### config.mk
export PLATFORM = sky130hd
export DESIGN_NAME = spdif_sample_fifo
export DESIGN_NICKNAME = d
export VERILOG_FILES = /design/src/rtl/spdif_sample_fifo.sv
export SDC_FILE = /design/constraint.sdc
export NUM_CORES = 1
export LEC_CHECK = 0
export CORE_ASPECT_RATIO = 1.25
export CORE_UTILIZATION = 50
export CTS_CLUSTER_DIAMETER = 200
export DETAILED_ROUTE_END_ITERATION = 8
export PLACE_DENSITY_LB_ADDON = 0.2
export SETUP_SLACK_MARGIN = 0.05
export SYNTH_ARGS = -nofsm -noshare
export SYNTH_HDL_FRONTEND = slang
export SYNTH_SLANG_ARGS = --single-unit
### constraint.sdc
create_clock -name clk -period 2.81 [get_ports clk]
set_input_delay 0.281 -clock clk [delete_from_list [all_inputs] [get_ports clk]]
set_output_delay 0.281 -clock clk [all_outputs]
set_load 0.1 [all_outputs]
### src/rtl/spdif_sample_fifo.sv
// Stereo sample FIFO between the synthesis core and the S/PDIF encoder.
// Holds {left,right} pairs, pops on encoder right latches, mutes on underrun until refilled.
module spdif_sample_fifo #(
    parameter int DEPTH_LOG2 = 3,
    parameter int PREFILL    = 4
) (
    input  logic                  clk,
    input  logic                  reset,
    input  logic [15:0]           in_left,
    input  logic [15:0]           in_right,
    input  logic                  in_valid,
    output logic                  in_ready,
    input  logic                  left_accepted,
    input  logic                  right_accepted,
    output logic [15:0]           out_left,
    output logic [15:0]           out_right,
    output logic [DEPTH_LOG2:0]   level,
    output logic                  underrun
);

    localparam int                    DEPTH      = 1 << DEPTH_LOG2;
    localparam logic [DEPTH_LOG2:0]   LP_FULL    = (DEPTH_LOG2 + 1)'(DEPTH);
    localparam logic [DEPTH_LOG2:0]   LP_PREFILL = (DEPTH_LOG2 + 1)'(PREFILL);
    localparam logic [DEPTH_LOG2:0]   LP_LVL_ONE = (DEPTH_LOG2 + 1)'(1);
    localparam logic [DEPTH_LOG2-1:0] LP_PTR_ONE = DEPTH_LOG2'(1);
    localparam logic [0:0]            ST_FILL    = 1'b0;
    localparam logic [0:0]            ST_RUN     = 1'b1;

    logic [31:0]           r_mem [DEPTH];
    logic [DEPTH_LOG2-1:0] r_wp;
    logic [DEPTH_LOG2-1:0] r_rp;
    logic [DEPTH_LOG2:0]   r_level;
    logic                  r_left_seen;
    logic [0:0]            r_state;
    logic [15:0]           r_out_left;
    logic [15:0]           r_out_right;
    logic                  r_underrun;

    logic                  w_write;
    logic                  w_right_valid;
    logic                  w_pop;
    logic                  w_underrun;
    logic [31:0]           w_head;

    assign in_ready      = (r_level != LP_FULL);
    assign w_write       = in_valid && in_ready;
    assign w_right_valid = right_accepted && r_left_seen;
    assign w_head        = r_mem[r_rp];

    always_comb begin
        w_pop      = 1'b0;
        w_underrun = 1'b0;
        if (w_right_valid) begin
            if (r_state == ST_FILL) begin
                w_pop = (r_level >= LP_PREFILL);
            end else if (r_level != '0) begin
                w_pop = 1'b1;
            end else begin
                w_underrun = 1'b1;
            end
        end
    end

    // Storage is not reset: an empty level makes stale entries unreachable.
    generate
        for (genvar gi = 0; gi < DEPTH; gi++) begin : g_mem
            always_ff @(posedge clk) begin
                if (w_write && (r_wp == DEPTH_LOG2'(gi))) begin
                    r_mem[gi] <= {in_left, in_right};
                end
            end
        end
    endgenerate

    always_ff @(posedge clk or posedge reset) begin
        if (reset) begin
            r_wp        <= '0;
            r_rp        <= '0;
            r_level     <= '0;
            r_left_seen <= 1'b0;
            r_state     <= ST_FILL;
            r_out_left  <= '0;
            r_out_right <= '0;
            r_underrun  <= 1'b0;
        end else begin
            r_underrun <= w_underrun;
            if (w_write) begin
                r_wp <= r_wp + LP_PTR_ONE;
            end
            if (w_pop) begin
                r_rp <= r_rp + LP_PTR_ONE;
            end
            case ({w_write, w_pop})
                2'b10:   r_level <= r_level + LP_LVL_ONE;
                2'b01:   r_level <= r_level - LP_LVL_ONE;
                default: r_level <= r_level;
            endcase
            if (left_accepted) begin
                r_left_seen <= 1'b1;
            end else if (w_right_valid) begin
                r_left_seen <= 1'b0;
            end
            if (w_pop) begin
                r_out_left  <= w_head[31:16];
                r_out_right <= w_head[15:0];
                r_state     <= ST_RUN;
            end else if (w_underrun) begin
                r_out_left  <= '0;
                r_out_right <= '0;
                r_state     <= ST_FILL;
            end
        end
    end

    assign out_left  = r_out_left;
    assign out_right = r_out_right;
    assign level     = r_level;
    assign underrun  = r_underrun;

endmodule

==> results.txt <==
Leakage: 4.67 nW
post-synth cell types: 32
Post-Syn Instances: 551
Syn Area/Cell: 20.8 um2
H-Tree Depth: 1
Slew Limit Fails: 0
pin count of the biggest net entering global routing: 41
commonest non-fill, non-tap cells in the layout: edfxtp_1 (256), mux4_2 (64), buf_4 (47), nand2_1 (40), dfrtp_1 (38)
switching portion of total power: 0.361
Post-Route WL: 21,500 um
RSZ-0062 raised after global routing: false
initial drt markers: 336
Seq pwr share: 0.407
Yosys reg bits: 301
CP bufs+invs: 1
minimum clock period: 2.48 ns
final worst-path cycle share: 0.882
WL/cell: 22.8 um
Post CTS Setup Buffer Count: 0
YS warnings: 0
Clock Power Share: 0.246
GRT overflow: 0
Finished Cell Area: 13,400 um2
family with the most delay on the worst path: simple AND/OR/NAND/NOR gates
initial antenna violation count: 0
most common cell after layout, fill and taps aside: edfxtp_1
Vias: 5,379
first-pass GRT wire length: 33,100 um
slowest cell delay on critical path: 0.55 ns
final setup fails: 0
layout cell share with drive strength beyond 1: 0.269
Num Clock Sinks: 301
number of core rows: 61
Slew @ Worst Pin: 0.975 ns
worst rel slew slack: 0.350
power per cell area: 1140 nW/um2
cell repeated most along the worst path: xor2_1
# port buffers: 74
crit start category: flip-flop
Critical Path RT: 3.25 ns
clock buffer depth: 3
Hold WC Path Type: primary input to async pin
Slowest-stage cell, CP: or4b_4
CTS tree: yes
Detailed Routing Iterations Pass 1: 4
top_reg_cell synth: edfxtp_1
worst flop-to-flop path startpoint: level[2]
Post-route DRC: 0
Cell Chain, Critical Path: or4b_4 -> and2_4 -> clkinv_4 -> ha_4 -> xor2_1 -> ha_1 -> a21oi_2 -> xor2_1 -> nor2_1 -> xor2_1
die area: 23,600 um2
post-cts resize count: 0
Crit Path Max Fanout: 10
hold slack: 0.124 ns
final core occ: 0.601
Critical Path End Type: flip-flop
final net count: 687
Comb pwr share: 0.347
Clk Latency, worst-skew pair: 0.53 ns
critical path class: flip-flop to flip-flop
CP Data Arrival Time: 2.92 ns
Max rail drop VDD: 0.000930 V
sequential element share of the synthesized area: 0.768
die height: 171 um
Yosys top cell area share: 0.670
Worst Setup SP: level[2]
# hold bufs at CTS: 0
post-synth top area cell: edfxtp_1
Internal: 0.00982 W
placed cell areas: 12,500 um2
status: finished, final reports clean
Post-synth ARST share: 0.150
switching power: 0.00554 W
Antenna Nets Post-Route: 0
core area: 22,400 um2
Placer Congestion: 0.730
vias in the first global route: 5,779
initial core utilization: 0.513
Via density: 5.69
Mapped Area: 11,500 um2
Fmax: 0.403 GHz
Post-DP HPWL: 12,400 um
setup TNS: 0 ns
CTS Buf Count: 28
Reg clk slew, reported paths: 0.06 ns
Fin. Hold Viols: 0
EDFF count, synth: 256
# IOs: 75
Synthesized Nets: 598
max-cap violation count: 0
synth top area cells: edfxtp_1 (67%), mux4_2 (13%), dfrtp_1 (9.8%)
CTS root buf: clkbuf_16
chip width: 138 um
clk_skew: 0.0196 ns
gr usage total: 0.191
Area Overhead vs Synth: 17.2%
==> power by group through the flow <==
stage,clock network [W],registers [W],logic (W)
finish,0.00378,0.00625,0.00534
floorplan,0,0.00785,0.00253
global placement,0,0.00629,0.00535
global route,0.00403,0.00634,0.00567
CTS,0.00386,0.00627,0.00544
detailed placement,0,0.00635,0.00544
==> cell usage after synthesis (2+ instances only) <==
cell type	number
edfxtp_1	256
mux4_2	64
dfrtp_1	45
nand2_1	40
o21ai_0	36
mux2i_1	32
buf_2	12
ha_1	10
and3_1	8
buf_4	7
clkbuf_1	6
inv_1	6
xnor2_1	5
nor2_1	3
xor2_1	3
buf_1	2
==> sequential cells by signal, indices dropped and copies added (netlist names) <==
| name | count |
|---|---|
| out_right | 16 |
| r_rp | 3 |
| out_left | 16 |
| level | 4 |
| underrun | 1 |
| r_state | 1 |
| r_left_seen | 1 |
| r_mem | 256 |
| r_wp | 3 |
==> final timing paths <==
| kind | cells after the start | end | slack [ns] |
|---|---|---|---|
| setup / recovery | 10 | level[2] | 0.33 |
| hold / removal | 2 | r_left_seen | 0.12 |
| setup reg to reg | 10 | level[2] | 0.33 |
| hold reg to reg | 2 | out_right[0] | 0.48 |
| max in group asynchronous | 3 | out_right[11] | 1.88 |
| min in group clk | 2 | r_left_seen | 0.31 |
==> worst register-to-register path, cell delays in order (launching register included) <==
cell	delay, ns
dfrtp_4	0.54
or4b_4	0.56
and2_4	0.20
clkinv_4	0.07
ha_4	0.15
xor2_1	0.18
ha_1	0.20
a21oi_2	0.04
xor2_1	0.14
nor2_1	0.13
xor2_1	0.19
==> area by class of cell <==
cell class,instances,area (um2)
fillers,1570,8910
flip-flops and latches,301,8830
multi-input cells,215,2510
clock buffers,40,797
repair buffers,87,793
well taps,283,354
clock inverters,12,131
inverters,7,31.3
diodes,1,2.50
==> metal layers <==
| layer | wire, um | part of all wire | up-vias | GRT usage |
|---|---|---|---|---|
| met1 | 9240 | 0.43 | 2839 | 0.258 |
| met4 | 384 | 0.018 | 0 | 0.0502 |
| met2 | 11000 | 0.51 | 117 | 0.328 |
| met3 | 857 | 0.040 | 32 | 0.0271 |
| met5 | 0 | 0 | - | 0 |
| li1 | - | - | 2391 | - |
==> logic make-up after synthesis <==
group	count (synthesis)	share of synthesized area
flops	301	0.768
mux	97	0.154
compound gates	42	0.0209
buf+inv	35	0.0161
fa+ha+maj	10	0.0109
simple gates	58	0.0237
xor+xnor	8	0.00610
==> metrics by stage <==
stage	instances	total power (W)	setup WS (ns)
finish	946	0.0154	0.332
global route	945	0.0160	0.250
CTS	945	0.0156	0.324
detailed placement	893	0.0118	0.268
global placement	893	0.0116	0.411
floorplan	551	0.0104	-0.0122
(Power assumes the default switching activity.)
